<file path="src/rtl/viterbi_pkg.sv">
// Shared types and constants for the viterbi front end: softbit word geometry,
// loader state encoding and the coded-bits-per-symbol clamp.
package viterbi_pkg;

    localparam int SB_W      = 4;
    localparam int SB_LANES  = 6;
    localparam int SB_WORD_W = SB_W * SB_LANES;

    typedef enum logic [1:0] {
        ST_IDLE = 2'd0,
        ST_LOAD = 2'd1,
        ST_KICK = 2'd2,
        ST_WAIT = 2'd3
    } loader_state_t;

    // Legal symbol widths are 2..6; anything outside is pulled to the nearest edge.
    function automatic logic [2:0] clamp_poly(input logic [2:0] poly);
        if (poly < 3'd2) begin
            return 3'd2;
        end else if (poly > 3'd6) begin
            return 3'd6;
        end
        return poly;
    endfunction

endpackage

</file>
<file path="src/rtl/softbit_quant.sv">
// 8-bit soft value to 4-bit lane value. SOFTBIT_SAT_EN selects shift+saturate,
// otherwise the value is truncated to its low nibble.
module softbit_quant
    import viterbi_pkg::*;
(
    input  logic [7:0]      data,
    input  logic [1:0]      shift,
    output logic [SB_W-1:0] quant
);

`ifdef SOFTBIT_SAT_EN
    logic signed [7:0] shifted;

    assign shifted = $signed(data) >>> shift;

    always_comb begin
        if (shifted > 8'sd7) begin
            quant = 4'h7;
        end else if (shifted < -8'sd8) begin
            quant = 4'h8;
        end else begin
            quant = shifted[SB_W-1:0];
        end
    end
`else
    // Upper bits and shift only matter when saturating; the zero mask keeps them read.
    assign quant = data[SB_W-1:0] | {SB_W{1'b0 & (^{shift, data[7:SB_W]})}};
`endif

endmodule

</file>
<file path="src/rtl/softbit_loader.sv">
// Packs a stream of soft values into 24-bit trellis words, writes them to the input
// softbit SRAM and then hands the frame to viterbi_core. Optional macro: SOFTBIT_SAT_EN.
module softbit_loader
    import viterbi_pkg::*;
#(
    parameter int SRC_ADDR_W = 12,
    parameter int LEN_W      = 12
) (
    input  logic                  clk_i,
    input  logic                  rst_an_i,
    input  logic                  rst_sync_i,
    input  logic                  load_start_i,
    input  logic [2:0]            poly_num_i,
    input  logic [LEN_W-1:0]      infobit_length_i,
    input  logic [SRC_ADDR_W-1:0] src_start_addr_i,
    input  logic                  sb_valid_i,
    input  logic [7:0]            sb_data_i,
    output logic                  sb_ready_o,
    input  logic [1:0]            sat_shift_i,
    output logic                  mem_wr_o,
    output logic [SRC_ADDR_W-1:0] mem_addr_o,
    output logic [SB_WORD_W-1:0]  mem_wdata_o,
    output logic                  frame_start_o,
    input  logic                  frame_done_i,
    output logic                  busy_o,
    output logic                  done_o
);

    loader_state_t         state_reg, state_next;
    logic [2:0]            n_reg;
    logic [2:0]            lane_cnt_reg;
    logic [LEN_W-1:0]      len_reg;
    logic [LEN_W-1:0]      word_cnt_reg;
    logic [SRC_ADDR_W-1:0] start_reg;
    logic [SRC_ADDR_W-1:0] addr_reg;
    logic [SB_WORD_W-1:0]  wdata_reg;
    logic [SB_WORD_W-1:0]  word_next;
    logic [SB_W-1:0]       lane_reg [SB_LANES];
    logic                  wr_reg;
    logic                  last_pending_reg;
    logic                  done_reg;
    logic [SB_W-1:0]       quant;
    logic                  handshake;
    logic                  word_complete;
    logic                  last_word;
    logic                  load_accept;

    softbit_quant u_quant (
        .data  (sb_data_i),
        .shift (sat_shift_i),
        .quant (quant)
    );

    assign sb_ready_o    = (state_reg == ST_LOAD) & ~last_pending_reg;
    assign handshake     = sb_valid_i & sb_ready_o;
    assign word_complete = handshake && (lane_cnt_reg == n_reg - 3'd1);
    assign last_word     = word_complete && (word_cnt_reg == len_reg - LEN_W'(1));
    assign load_accept   = (state_reg == ST_IDLE) && load_start_i;

    // The value completing a word is folded in directly so the write lands one cycle later.
    for (genvar gi = 0; gi < SB_LANES; gi++) begin : g_pack
        assign word_next[gi*SB_W +: SB_W] = (3'(gi) >= n_reg)        ? '0    :
                                            (3'(gi) == lane_cnt_reg) ? quant :
                                                                       lane_reg[gi];
    end

    always_comb begin
        state_next    = state_reg;
        frame_start_o = 1'b0;
        case (state_reg)
            ST_IDLE: begin
                if (load_start_i && (infobit_length_i != '0)) begin
                    state_next = ST_LOAD;
                end
            end
            ST_LOAD: begin
                if (last_pending_reg) begin
                    state_next = ST_KICK;
                end
            end
            ST_KICK: begin
                frame_start_o = 1'b1;
                state_next    = ST_WAIT;
            end
            ST_WAIT: begin
                if (frame_done_i) begin
                    state_next = ST_IDLE;
                end
            end
            default: state_next = ST_IDLE;
        endcase
    end

    always_ff @(posedge clk_i or negedge rst_an_i) begin
        if (!rst_an_i) begin
            state_reg        <= ST_IDLE;
            n_reg            <= 3'd2;
            lane_cnt_reg     <= '0;
            len_reg          <= '0;
            word_cnt_reg     <= '0;
            start_reg        <= '0;
            addr_reg         <= '0;
            wdata_reg        <= '0;
            wr_reg           <= 1'b0;
            last_pending_reg <= 1'b0;
            done_reg         <= 1'b0;
            for (int i = 0; i < SB_LANES; i++) begin
                lane_reg[i] <= '0;
            end
        end else if (rst_sync_i) begin
            state_reg        <= ST_IDLE;
            n_reg            <= 3'd2;
            lane_cnt_reg     <= '0;
            len_reg          <= '0;
            word_cnt_reg     <= '0;
            start_reg        <= '0;
            addr_reg         <= '0;
            wdata_reg        <= '0;
            wr_reg           <= 1'b0;
            last_pending_reg <= 1'b0;
            done_reg         <= 1'b0;
            for (int i = 0; i < SB_LANES; i++) begin
                lane_reg[i] <= '0;
            end
        end else begin
            state_reg <= state_next;
            wr_reg    <= 1'b0;
            done_reg  <= (state_reg == ST_WAIT) && frame_done_i;

            if (load_accept) begin
                n_reg            <= clamp_poly(poly_num_i);
                len_reg          <= infobit_length_i;
                start_reg        <= src_start_addr_i;
                lane_cnt_reg     <= '0;
                word_cnt_reg     <= '0;
                last_pending_reg <= 1'b0;
                // An empty frame completes on the spot without touching the core.
                done_reg         <= (infobit_length_i == '0);
                for (int i = 0; i < SB_LANES; i++) begin
                    lane_reg[i] <= '0;
                end
            end

            if (handshake) begin
                lane_reg[lane_cnt_reg] <= quant;
                if (word_complete) begin
                    lane_cnt_reg <= '0;
                    wr_reg       <= 1'b1;
                    wdata_reg    <= word_next;
                    addr_reg     <= start_reg + SRC_ADDR_W'(word_cnt_reg);
                    word_cnt_reg <= word_cnt_reg + LEN_W'(1);
                    if (last_word) begin
                        last_pending_reg <= 1'b1;
                    end
                end else begin
                    lane_cnt_reg <= lane_cnt_reg + 3'd1;
                end
            end
        end
    end

    assign mem_wr_o    = wr_reg;
    assign mem_addr_o  = addr_reg;
    assign mem_wdata_o = wdata_reg;
    assign busy_o      = (state_reg != ST_IDLE);
    assign done_o      = done_reg;

endmodule

</file>
<file path="config.mk">
export PLATFORM = sky130hd
export DESIGN_NAME = softbit_loader
export DESIGN_NICKNAME = d
export VERILOG_FILES = /design/src/rtl/viterbi_pkg.sv /design/src/rtl/softbit_quant.sv /design/src/rtl/softbit_loader.sv
export SDC_FILE = /design/constraint.sdc
export NUM_CORES = 1
export LEC_CHECK = 0
export CAP_MARGIN = 20
export CORE_ASPECT_RATIO = 1.25
export CORE_MARGIN = 2
export CORE_UTILIZATION = 40
export CTS_CLUSTER_DIAMETER = 80
export DETAILED_ROUTE_END_ITERATION = 10
export HOLD_SLACK_MARGIN = 0.05
export PLACE_DENSITY = 0.64
export SKIP_LAST_GASP = 1
export SYNTH_ARGS = -nofsm -noshare
export SYNTH_HDL_FRONTEND = slang
export SYNTH_SLANG_ARGS = --single-unit
export TNS_END_PERCENT = 5
</file>
<file path="constraint.sdc">
create_clock -name clk_i -period 2.26 [get_ports clk_i]
set_input_delay 0.452 -clock clk_i [delete_from_list [all_inputs] [get_ports clk_i]]
set_output_delay 0.452 -clock clk_i [all_outputs]
set_load 0.05 [all_outputs]
</file>
==> results.tsv <==
stage	metric	value	unit
run_status	result of the run	complete, no violations	
drt	detail-routed via count per cell	5.446	
clocking	buffer type at the clock tree root	clkbuf_16	
clocking	clock network latency to the later pin of the worst-skew pair	0.35	ns
sta	worst setup skew after layout	0.006904	ns
drt	DRC violation count after routing	0	
power	P_leak	0.003264	µW
yosys	#FFs+latches synth	107	
cells_and_area	relative area change from synthesis to final layout	26.21	%
clocking	hold buffers post-CTS	0	
cells_and_area	most frequent standard cell in the layout excluding fill and tap cells	nand2_1	
clocking	H-Tree Level Count	3	
clocking	TritonCTS clock tree	done	
drt	antenna-violating nets left	0	
place	final HPWL from detailed placement	10.71	mm
worst_setup_path	worst stage delay on the critical path	0.40	ns
sta	number of setup violations in the final report	0	
clocking	Inserted Clock Buffers	9	
floorplanning	Die H	139.8	µm
place	Final GP Congestion	0.8558	
drt	iteration-0 DRC count of the detailed router	250	
floorplanning	count of standard-cell rows	49	
sta	fraction of the cycle the final worst path needs	99.31	%
job	count of max-cap constraint violations	0	
yosys	number of different library cells in the post-synthesis netlist	55	
place	Post-Place Setup Slack	0.01165	ns
sta	Max-Slew Margin vs Limit	62.31	%
sta	count of final max-slew check failures	0	
power	PwrDens	760.3	nW/µm²
worst_setup_path	most used cell, CP	a21oi_1	
yosys	proportion of synthesized chip area in sequential cells	45.41	%
cells_and_area	fin nets	828	
yosys	Async SR Flop Fraction	100.0	%
sta	time the final worst path needs with I/O delays and setup	2.245	ns
worst_hold_path	HP Class	in2async	
floorplanning	core outline area	14410	µm²
cells_and_area	total inserted antenna cells	0	
yosys	mean cell area of the mapped netlist	8.831	µm²
sta	highest achievable clock rate	445.5	MHz
global_route	vias in the first global route	5083	
yosys	synth warn	0	
clocking	Clock transition at path regs	0.07	ns
worst_setup_path	Buf/Inv on CP	0	
global_route	global-route wire length before repair	24.03	mm
worst_setup_path	Worst EP required	2.52	ns
clocking	sink count of the clock tree	107	
global_route	GR Util All Layers	18.71	%
worst_setup_path	type of the setup path with the least slack	reg2reg	
worst_setup_path	type of element capturing the critical path	register	
cells_and_area	layout cell share with drive strength beyond 1	9.567	%
sta	final count of hold timing violations	0	
worst_setup_path	CP Launch Type	register	
cells_and_area	most frequent cells in the layout	nand2_1, dfrtp_1, a21oi_1	
worst_setup_path	category of cells accounting for the largest share of critical-path delay	compound AO/OA/AOI/OAI gates	
yosys	synthesized netlist cell count	668	
global_route	maximum number of pins on one net before global-route repair	50	
yosys	flip-flop cell with the highest count after synthesis	dfrtp_1	
drt	wire length reported by the detailed router	14.45	mm
floorplanning	x dimension of the die	112.6	µm
sta	Fin Setup TNS	0	ns
worst_setup_path	Max Fanout on Critical Path	2	
drt	number of detailed-route iterations in the first pass	5	
drt	average wire length per cell after detail routing	15.36	µm
sta	slew at the pin closest to its max-slew limit	0.5636	ns
floorplanning	I/O pin count	84	
yosys	EDFF count, synth	0	
yosys	total nets after synthesis	738	
drt	via total after detailed routing	5125	
worst_setup_path	cell chain of the critical path	ha_1, fa_1, a21o_1, a211o_1, a21oi_1, a21oi_1, xnor2_1, a211oi_1	
worst_setup_path	crit path max-delay cell type	fa_1	
worst_setup_path	arrival time at the worst endpoint	2.50	ns
power	maximum vdd drop	367.4	µV
cells_and_area	filler cell count in the final layout	1350	
sta	Setup WS post-layout	0.01549	ns
global_route	overall overflow remaining after global route	0	
yosys	Post-Synthesis Cell Area	5899	µm²
clocking	worst-case clock buffer depth	2	
cells_and_area	Post-Route Utilization	51.68	%
place	count of port buffers added during placement	77	
floorplanning	initial cell density of the core	40.95	%
sta	worst hold slack	0.09803	ns
floorplanning	Die Outline Area	15740	µm²
sta	RSZ-0062 raised after global routing	yes	
global_route	initial antenna violation count	0	
==> final cells by class <==
cell class / instances / area [µm²] / area share (%)
Clock inverter: 3 / 46.29 / 0.6217
Inverter: 15 / 56.30 / 0.7562
Sequential cell: 107 / 2679 / 35.98
Tap cell: 178 / 222.7 / 2.991
Multi-Input combinational cell: 508 / 3030 / 40.70
Timing Repair Buffer: 117 / 1151 / 15.46
Clock buffer: 13 / 260.3 / 3.495
==> layer usage <==
metal	up-vias	part of all wire, %	wire (µm)	track usage, %
li1	2499	-	-	-
met1	2477	41	5862	22.08
met4	0	1.8	266	5.969
met2	129	54	7781	34.54
met3	20	3.8	543	2.787
met5	-	0	0	0
==> Yosys cell counts, drive strengths merged (3+ instances only) <==
master / n / area, µm²
a211oi: 6 / 45.04
a21o: 4 / 30.03
a21oi: 83 / 415.4
a31oi: 5 / 31.28
and2: 3 / 18.77
and3: 5 / 31.28
buf: 16 / 80.08
clkbuf: 22 / 82.58
dfrtp: 106 / 2653
ha: 26 / 325.3
inv: 15 / 56.30
mux2i: 27 / 270.3
nand2: 132 / 503.0
nand3: 43 / 215.2
nand3b: 9 / 67.56
nand4: 4 / 25.02
nor2: 39 / 151.4
nor2b: 4 / 25.02
nor3: 6 / 30.03
nor4: 10 / 77.57
o21ai: 44 / 224.0
or3: 3 / 18.77
xnor2: 22 / 192.7
xor2: 7 / 61.31
==> worst reg2reg max path, stage by stage, from the launching register on <==
cell and delay [ns]:
dfrtp_1 0.38, ha_1 0.23, fa_1 0.41, a21o_1 0.19, a211o_1 0.33, a21oi_1 0.15
a21oi_1 0.10, xnor2_1 0.14, a211oi_1 0.23
==> per-stage QoR <==
step	std cells	total power (µW)	instance area [µm²]
floorplan	668	3440	5907
global placement	922	4020	7088
detailed placement	922	4085	7088
CTS	938	5708	7395
global route	941	6006	7446
finish	941	5661	7446
==> power by group <==
group / leakage [µW] / internal (µW) / switching, µW / total [µW]
Sequential: 0.00148 / 2040 / 140 / 2180
Combinational: 0.00164 / 758 / 1110 / 1870
Clock: 0.000146 / 923 / 684 / 1610
==> path summary, 6_finish.rpt <==
kind | from | to | slack, ns | cells after the start
max in group asynchronous | rst_an_i | lane_reg[12] | 1.44 | 2
hold / removal | rst_an_i | mem_wdata_o[3] | 0.1 | 1
min in group clk_i | mem_wdata_o[4] | mem_wdata_o[4] | 0.48 | 2
hold reg to reg | mem_wdata_o[4] | mem_wdata_o[4] | 0.48 | 2
setup / recovery | word_cnt_reg[0] | mem_addr_o[8] | 0.02 | 8
setup reg to reg | word_cnt_reg[0] | mem_addr_o[8] | 0.02 | 8
==> cell families (layout without fill, tap and decap cells) <==
logic type	Yosys count	after routing	share of synthesized area, %
XOR/XNOR	29	29	4.305
AO/OA/AOI/OAI	158	158	15.12
flip-flops	107	107	45.41
multiplexers	28	28	4.772
AND/OR/NAND/NOR	266	266	20.83
adder cells (fa/ha/maj)	27	27	5.854
buffers and inverters	53	148	3.712
==> repair_timing <==
action	CTS	global route
buffers inserted	0	3
resized for setup	1	12
setup endpoints to repair	2	35
pin swaps	0	4
(Power assumes the default switching activity.)
